===== src/rtl/sar_ctrl_pkg.sv =====
// Shared types and default sizing for the SAR conversion sequencer.
// Optional comparator-error reporting in the top is enabled by defining SAR_CTRL_CMP_ERR_EN.
package sar_ctrl_pkg;

    typedef enum logic [2:0] {
        ST_IDLE   = 3'd0,
        ST_SAMPLE = 3'd1,
        ST_SETTLE = 3'd2,
        ST_DECIDE = 3'd3,
        ST_DONE   = 3'd4
    } state_t;

    localparam int DEF_N_BITS     = 8;
    localparam int DEF_SAMPLE_CYC = 2;
    localparam int DEF_SETTLE_CYC = 1;

    // Width needed to hold the values 0 .. max_val.
    function automatic int cnt_width(input int max_val);
        return (max_val > 1) ? $clog2(max_val + 1) : 1;
    endfunction

endpackage


===== src/rtl/sar_cycle_timer.sv =====
// Loadable down-counter with a zero flag; times the sample and settle phases.
// A load wins over counting, and the count parks at zero until reloaded.
module sar_cycle_timer #(
    parameter int W = 2
) (
    input  logic         clk,
    input  logic         rst,
    input  logic         load,
    input  logic [W-1:0] load_val,
    output logic         zero
);

    logic [W-1:0] count;

    always_ff @(posedge clk) begin
        if (rst) begin
            count <= '0;
        end else if (load) begin
            count <= load_val;
        end else if (count != '0) begin
            count <= count - W'(1);
        end
    end

    assign zero = (count == '0);

endmodule


===== src/rtl/sar_conv_ctrl.sv =====
// SAR ADC conversion sequencer: sample phase, then MSB-first binary search on B/BN.
// Define SAR_CTRL_CMP_ERR_EN to add the cmp_err output flagging illegal comparator decisions.
module sar_conv_ctrl
    import sar_ctrl_pkg::*;
#(
    parameter int N_BITS     = DEF_N_BITS,
    parameter int SAMPLE_CYC = DEF_SAMPLE_CYC,
    parameter int SETTLE_CYC = DEF_SETTLE_CYC
) (
    input  logic              clk,
    input  logic              rst,
    input  logic              start,
    input  logic              cmp_p,
    input  logic              cmp_m,
    output logic              sample,
    output logic              cmp_en,
    output logic [N_BITS-1:0] B,
    output logic [N_BITS-1:0] BN,
    output logic              busy,
    output logic              done,
`ifdef SAR_CTRL_CMP_ERR_EN
    output logic              cmp_err,
`endif
    output logic [N_BITS-1:0] result
);

    localparam int IDX_W   = (N_BITS > 1) ? $clog2(N_BITS) : 1;
    localparam int TMR_MAX = (SAMPLE_CYC > SETTLE_CYC) ? SAMPLE_CYC - 1 : SETTLE_CYC - 1;
    localparam int TMR_W   = cnt_width(TMR_MAX);

    localparam logic [IDX_W-1:0] IDX_MSB   = IDX_W'(N_BITS - 1);
    localparam logic [TMR_W-1:0] SAMPLE_LD = TMR_W'(SAMPLE_CYC - 1);
    localparam logic [TMR_W-1:0] SETTLE_LD = TMR_W'(SETTLE_CYC - 1);

    state_t              state;
    logic [IDX_W-1:0]    idx;
    logic                tmr_load;
    logic [TMR_W-1:0]    tmr_val;
    logic                tmr_zero;
    logic                keep;
    logic [N_BITS-1:0]   decided;
`ifdef SAR_CTRL_CMP_ERR_EN
    logic                err_flag;
`endif

    sar_cycle_timer #(
        .W(TMR_W)
    ) u_timer (
        .clk      (clk),
        .rst      (rst),
        .load     (tmr_load),
        .load_val (tmr_val),
        .zero     (tmr_zero)
    );

    // cmp_p has priority; "neither" and "only cmp_m" both drop the trial bit.
    always_comb begin
        case ({cmp_p, cmp_m})
            2'b10, 2'b11: keep = 1'b1;
            default:      keep = 1'b0;
        endcase
        decided      = B;
        decided[idx] = keep;
    end

    always_comb begin
        tmr_load = 1'b0;
        tmr_val  = '0;
        case (state)
            ST_IDLE: begin
                if (start) begin
                    tmr_load = 1'b1;
                    tmr_val  = SAMPLE_LD;
                end
            end
            ST_SAMPLE: begin
                if (tmr_zero) begin
                    tmr_load = 1'b1;
                    tmr_val  = SETTLE_LD;
                end
            end
            ST_DECIDE: begin
                tmr_load = 1'b1;
                tmr_val  = SETTLE_LD;
            end
            default: begin
                tmr_load = 1'b0;
            end
        endcase
    end

    always_ff @(posedge clk) begin
        if (rst) begin
            state    <= ST_IDLE;
            idx      <= '0;
            B        <= '0;
            result   <= '0;
            sample   <= 1'b0;
            busy     <= 1'b0;
            done     <= 1'b0;
            cmp_en   <= 1'b0;
`ifdef SAR_CTRL_CMP_ERR_EN
            err_flag <= 1'b0;
`endif
        end else begin
            case (state)
                ST_IDLE: begin
                    B <= '0;
                    if (start) begin
                        state  <= ST_SAMPLE;
                        idx    <= IDX_MSB;
                        sample <= 1'b1;
                        busy   <= 1'b1;
`ifdef SAR_CTRL_CMP_ERR_EN
                        err_flag <= 1'b0;
`endif
                    end
                end
                ST_SAMPLE: begin
                    if (tmr_zero) begin
                        state          <= ST_SETTLE;
                        sample         <= 1'b0;
                        B[N_BITS-1]    <= 1'b1;
                    end
                end
                ST_SETTLE: begin
                    if (tmr_zero) begin
                        state  <= ST_DECIDE;
                        cmp_en <= 1'b1;
                    end
                end
                ST_DECIDE: begin
                    cmp_en <= 1'b0;
                    B      <= decided;
`ifdef SAR_CTRL_CMP_ERR_EN
                    if (cmp_p == cmp_m) begin
                        err_flag <= 1'b1;
                    end
`endif
                    // Later assignment to the next trial bit overrides the copy of decided.
                    if (idx != '0) begin
                        idx                  <= idx - IDX_W'(1);
                        B[idx - IDX_W'(1)]   <= 1'b1;
                        state                <= ST_SETTLE;
                    end else begin
                        result <= decided;
                        busy   <= 1'b0;
                        done   <= 1'b1;
                        state  <= ST_DONE;
                    end
                end
                ST_DONE: begin
                    done  <= 1'b0;
                    B     <= '0;
                    state <= ST_IDLE;
                end
                default: begin
                    state <= ST_IDLE;
                end
            endcase
        end
    end

    assign BN = ~B;

`ifdef SAR_CTRL_CMP_ERR_EN
    assign cmp_err = err_flag;
`endif

endmodule


===== config.mk =====
export PLATFORM = sky130hd
export DESIGN_NAME = sar_conv_ctrl
export DESIGN_NICKNAME = d
export VERILOG_FILES = /design/src/rtl/sar_ctrl_pkg.sv /design/src/rtl/sar_cycle_timer.sv /design/src/rtl/sar_conv_ctrl.sv
export SDC_FILE = /design/constraint.sdc
export NUM_CORES = 1
export LEC_CHECK = 0
export CORE_MARGIN = 3
export CORE_UTILIZATION = 49
export DETAILED_ROUTE_END_ITERATION = 12
export PLACE_DENSITY = 0.81
export REMOVE_ABC_BUFFERS = 1
export SYNTH_ARGS = -nofsm -noshare
export SYNTH_HDL_FRONTEND = slang
export SYNTH_SLANG_ARGS = --single-unit

===== constraint.sdc =====
create_clock -name clk -period 2.2 [get_ports clk]
set_clock_uncertainty 0.1 [all_clocks]
set_input_delay 0.44 -clock clk [delete_from_list [all_inputs] [get_ports clk]]
set_output_delay 0.44 -clock clk [all_outputs]
set_load 0.01 [all_outputs]

==> Word-level counts from Yosys, hierarchy flattened <==
Cells that the tools add are included.
W data, S select, Z words.
{ "totals": {"regBits": 27} }
{ "op_classes": {"n_addsub": 2, "magnitude_cmp": 4, "eq_ne": 11, "n_mux": 32, "n_bitwise": 3, "reduce_logical": 20} }
{ "ops": {"columns": ["cell", "n"], "rows": [
  ["$mux W3", 6],
  ["$pmux W7 S2", 1],
  ["$mux W1", 13],
  ["$pmux W3 S4", 1],
  ["$reduce_and A3 Y1", 4],
  ["$ne A2 B2 Y1 const B", 5],
  ["$reduce_bool A2 Y1", 5],
  ["$bwmux W8", 1],
  ["$lt A3 B4 Y1 const B", 2],
  ["$mux W8", 1],
  ["$not A8 Y8", 1],
  ["$or A8 B8 Y8", 1],
  ["$pmux W1 S2", 4],
  ["$reduce_and A2 Y1", 4],
  ["$demux W1 S3", 2],
  ["$eq A3 B2 Y1 const B", 2],
  ["$ge A3 B1 Y1 const B", 2],
  ["$pmux W1 S3", 2],
  ["$pmux W3 S2", 1],
  ["$reduce_bool A3 Y1", 2],
  ["$eq A2 B2 Y1 const B", 2],
  ["$reduce_or A2 Y1", 2],
  ["$eq A3 B1 Y1 const B", 1],
  ["$eq A3 B3 Y1 const B", 1],
  ["other kinds (5)", 6]
]} }

==> Depth between registers and ports, before layout <==
{ "logic_depth": {"ltp_word": 8, "mapped_depth": 8, "ltp_nobuf": 6} }

==> Cells and area by module <==
A second synthesis with hierarchy kept.
{ "hier_totals": {"hier_cells": 166, "hier_area_um2": 1358.8} }
{ "modules_own_cells": {"columns": ["module", "n_inst", "cells_each", "area_per_inst_um2", "seq_area_each_um2"], "rows": [
  ["sar_conv_ctrl", 1, 163, 1326.3, 520.5],
  ["sar_cycle_timer", 1, 3, 32.5, 20.0]
]} }

==> Worst setup path after synthesis <==
Ideal clock, no wire load.
{ "synth_path": {"path_type": "register to register", "start": "register idx[0]", "end": "register B[7]", "arrival_time_ns": 1.483, "t_required_ns": 2.008, "setup_slack_ns": 0.525, "path_stages_with_launch": 7, "n_path_buf": 1, "period_less_slack_ns": 1.675, "cell_sequence": "dfxtp_1 > buf_2 > inv_1 > ha_1 > nor4_1 > a2111oi_2 > nor4_1"} }
{ "synth_between": {"elab_chain_cells": 8} }
{ "synth_rtl": {"columns": ["item", "line_no", "text"], "rows": [
  ["start: declaration", "sar_conv_ctrl.sv:36", "logic [IDX_W-1:0] idx;"],
  ["start signal: assignment", "sar_conv_ctrl.sv:142", "idx <= idx - IDX_W'(1);"],
  ["$sub A3 B1 Y3 (tied with other cells)", "sar_conv_ctrl.sv:143", "B[idx - IDX_W'(1)] <= 1'b1;"],
  ["$lt A3 B4 Y1 (implied by the code) (tied with other cells)", "sar_conv_ctrl.sv:143", null],
  ["$logic_and A1 B1 Y1 (implied by the code) / $mux W1 (equally long branches)", "sar_conv_ctrl.sv:143, sar_conv_ctrl.sv:63", null],
  ["$mux W1 (implied by the code) / $demux W1 S3 (equally long branches)", "sar_conv_ctrl.sv:143, sar_conv_ctrl.sv:63", null],
  ["$demux W1 S3 / $bwmux W8 (equally long branches)", "sar_conv_ctrl.sv:143, sar_conv_ctrl.sv:63", null],
  ["$or A8 B8 Y8 (no line)", null, null],
  ["$mux W8 (*)", "sar_conv_ctrl.sv:141", "if (idx != '0) begin"],
  ["$pmux W1 S3 (*)", "sar_conv_ctrl.sv:106", "case (state)"],
  ["end signal: assignment", "sar_conv_ctrl.sv:134", "B <= decided;"],
  ["end: declaration", "sar_conv_ctrl.sv:17", "output logic [N_BITS-1:0] B,"]
]} }
Mark *: on every way between the ends. The rest lies on a longest branch, timed or not.
A chain may end at the register's enable or synchronous reset.

==> Final worst setup path <==
{ "layout_path": {"start": "register idx[1]", "end": "register result[3]"} }
{ "layout_between": {"elab_chain_cells": 5} }
{ "layout_rtl": {"columns": ["item", "line_no", "text"], "rows": [
  ["$lt A3 B4 Y1 (implied by the code) / $ge A3 B1 Y1 (equally long branches)", "sar_conv_ctrl.sv:63", "decided[idx] = keep;"],
  ["$logic_and A1 B1 Y1 (implied by the code)", "sar_conv_ctrl.sv:63", null],
  ["$mux W1 (implied by the code)", "sar_conv_ctrl.sv:63", null],
  ["$demux W1 S3", "sar_conv_ctrl.sv:63", null],
  ["$bwmux W8", "sar_conv_ctrl.sv:63", null],
  ["end signal: assignment", "sar_conv_ctrl.sv:146", "result <= decided;"],
  ["end: declaration", "sar_conv_ctrl.sv:24", "output logic [N_BITS-1:0] result"]
]} }
Parallel ways exist; a longest one is shown, timed or not.

==> flow_metrics.py <==
metrics = {
    "final_layout": {
        "layout_commonest_cell": "clkdlybuf4s50_1",
        "finish.instance_area_um2": 1750,
        "antennaDiodeCount": 0,
        "fill_cells": 226,
        "fin_cells": 222,
        "syn_to_final_growth_pct": 26.5,
        "nets": 200,
        "mostFrequentLayoutCells": "clkdlybuf4s50_1, dfxtp_1, nor2_1, a21oi_1, inv_1",
        "drive_gt1_share_pct": 10.9,
    },
    "sta": {
        "setup_slack_ns": 0.321,
        "finalSetupTns_ns": 0,
        "fin_crit_sh_pct": 85.4,
        "holdWs_ns": 0.402,
        "fmax_mhz": 532,
        "finalSetupViolCount": 0,
        "drv_slew": 0,
        "slew_headroom_pct": 66.6,
        "finalCriticalPeriod_ns": 1.88,
        "hold_viol_final": 0,
        "rsz0062_at_grt": "no",
        "worst_slew_pin_slew_ns": 0.500,
    },
    "synthesis": {
        "yosysSeqAreaShare_pct": 39.1,
        "post_synth.cell_area_avg_um2": 8.53,
        "yosys_warnings": 0,
        "ys_types": 43,
        "synth_area_um2": 1380,
        "synth-seq-cells": 27,
        "syn_inst": 162,
    },
    "setup_path": {
        "r2r_start": "idx[1]",
        "startpoint": "idx[1]",
        "critPathRequiredTime_ns": 2.36,
        "reg2reg_depth": 6,
        "worst_setup_path_start_kind": "flop",
        "worstSetupPathType": "flop to flop",
        "crit_fanout": 10,
        "critPathCaptureType": "flop",
        "crit_arrival_ns": 2.04,
    },
    "clock_tree": {
        "tritoncts": "done",
        "cts_buffers": 3,
        "cts.sinks": 27,
        "clk_pin_slew_worst_paths_ns": 0.14,
        "h-tree-depth": 1,
        "cts-root-buf": "clkbuf_4",
        "holdBufCountCts": 0,
        "cts_resized": 0,
        "cts_setup_buffers": 0,
        "clk_path_buf_depth": 2,
        "insertion_delay_ns": 0.32,
    },
    "floorplan": {
        "ios": 33,
        "die_width_um": 59.1,
        "start_util_pct": 53.8,
        "die_area_um2": 3490,
        "die_h_um": 59.1,
        "row_count": 18,
        "coreArea_um2": 2570,
    },
    "place": {
        "dp.cells": 218,
        "dp.final_hpwl_mm": 2.35,
        "place.gp.congestion": 0.876,
        "pre_cts_ws_ns": 0.328,
        "dpl-instance-area_um2": 1720,
        "numPortBuffers": 31,
    },
    "global_routing": {
        "grt_usage_pct": 19.9,
        "antenna_found_initial": 0,
        "globalRoute.totalOverflow": 0,
        "grt_pass1_vias": 1185,
        "grt_max_degree": 25,
        "grt_first_pass_wirelength_mm": 5.33,
    },
    "worst_hold_path": {
        "hold_depth": 2,
        "min_path_type": "flop to flop",
        "min-delay-start": "sample",
    },
    "drt": {
        "wl_per_cell_um": 14.0,
        "wl_met1_mm": 1.43,
        "routed-wl-met2_mm": 1.52,
        "drcViolationCount": 0,
        "dr_total_vias": 1242,
        "via_per_inst": 5.59,
        "ant_nets": 0,
        "wl_met3_um": 98,
        "drt-total-wl_mm": 3.10,
        "top_layer": "met4",
        "drtIter0Drc": 34,
        "drt_pre_antenna_iters": 4,
    },
    "power_and_ir_drop": {
        "p_sw_share_pct": 32.9,
        "combPwrFrac_pct": 27.2,
        "power.internal_mw": 0.727,
        "max-vdd-ir-drop_uv": 426,
        "p_per_area_nw_per_um2": 619,
        "power_frac_clock_pct": 19.7,
        "switchingPower_mw": 0.356,
        "power.share.sequential_pct": 53.0,
        "leakagePower_nw": 0.631,
    },
    "outcome": {
        "status": "finished clean",
    },
    "run": {
        "cap_violations": 0,
    },
}
[final timing paths]
check                            endpoint  slack [ns]
worst max-delay path            result[3]        0.32
worst min-delay path               sample        0.40
worst max register to register  result[3]        0.32
worst min register to register     sample        0.40
[power by group through the flow]
stage	clock network, mW	logic (mW)	registers (mW)
finish	0.214	0.295	0.574
global route	0.239	0.328	0.583
CTS	0.222	0.295	0.574
detailed placement	0	0.293	0.585
global placement	0	0.289	0.581
floorplan	0	0.173	0.588
[sequential cells by signal, indices dropped and copies added (netlist names), 3 cells and up]
signal and count:
B 8, result 8, idx 3, state 3
[Yosys cell counts]
cell type	count	area, um^2
a21oi_1	12	60.1
and3b_1	3	26.3
nand3_1	2	10.0
nand3b_1	1	7.51
clkbuf_1	2	7.51
o21a_1	3	22.5
nand3b_2	1	11.3
mux2_2	1	11.3
a21o_1	3	22.5
nor3b_2	1	12.5
nor4_1	3	18.8
nor3_2	1	10.0
a22oi_1	4	30.0
mux2i_1	2	20.0
nand3_2	1	10.0
a31oi_1	4	25.0
a211oi_1	7	52.6
a2111oi_2	1	15.0
nand4b_1	1	8.76
dfxtp_1	27	541
or4_1	1	7.51
buf_6	1	11.3
nand2_1	5	18.8
o22ai_1	1	6.26
buf_2	5	25.0
mux2_4	1	15.0
inv_2	1	3.75
o31ai_1	1	7.51
nor2_4	1	11.3
o2bb2ai_1	3	26.3
nor3b_1	2	15.0
o21ai_1	5	25.0
nor2_1	20	75.1
nand2b_1	5	31.3
ha_1	2	25.0
nor2_2	1	6.26
inv_1	11	41.3
nor3_1	8	40.0
buf_4	3	22.5
nor2b_1	2	12.5
a2bb2oi_1	1	8.76
o21bai_1	1	7.51
nor3_4	1	16.3
[cell families after synthesis]
group | after synthesis | share of synthesized area, %
simple gates | 60 | 25.3
buf+inv | 23 | 8.06
flops | 27 | 39.1
compound gates | 46 | 22.4
fa+ha+maj | 2 | 1.81
mux | 4 | 3.35
[metal layers]
layer / up-vias / track usage, %
met5: - / 0
met4: 0 / 9.39
met3: 4 / 2.61
met2: 30 / 32.5
met1: 571 / 26.0
li1: 637 / -
[critical path, cell delays in order (launching register included)]
cell and delay, ns:
dfxtp_1 0.58, inv_1 0.12, ha_1 0.25, nand2b_1 0.24, nand2b_1 0.25, nor2_1 0.10
nor3_1 0.18
[through the flow]
| stage | util (%) | total power [mW] |
|---|---|---|
| floorplan | - | 0.761 |
| CTS | 68.1 | 1.09 |
| finish | 68.1 | 1.08 |
| detailed placement | 67.0 | 0.878 |
| global placement | 67.0 | 0.869 |
| global route | 68.1 | 1.15 |
[area by class of cell]
type                       count  area [um^2]  share of cell area (%)
clock buffer                   3         22.5                    1.29
clock inverter                 1         5.00                   0.286
inverter                      12         45.0                    2.58
tap                           30         37.5                    2.15
multi-input combinational    112          729                    41.7
sequential                    27          541                    30.9
timing repair buffer          37          368                    21.0
(Power assumes the default switching activity.)
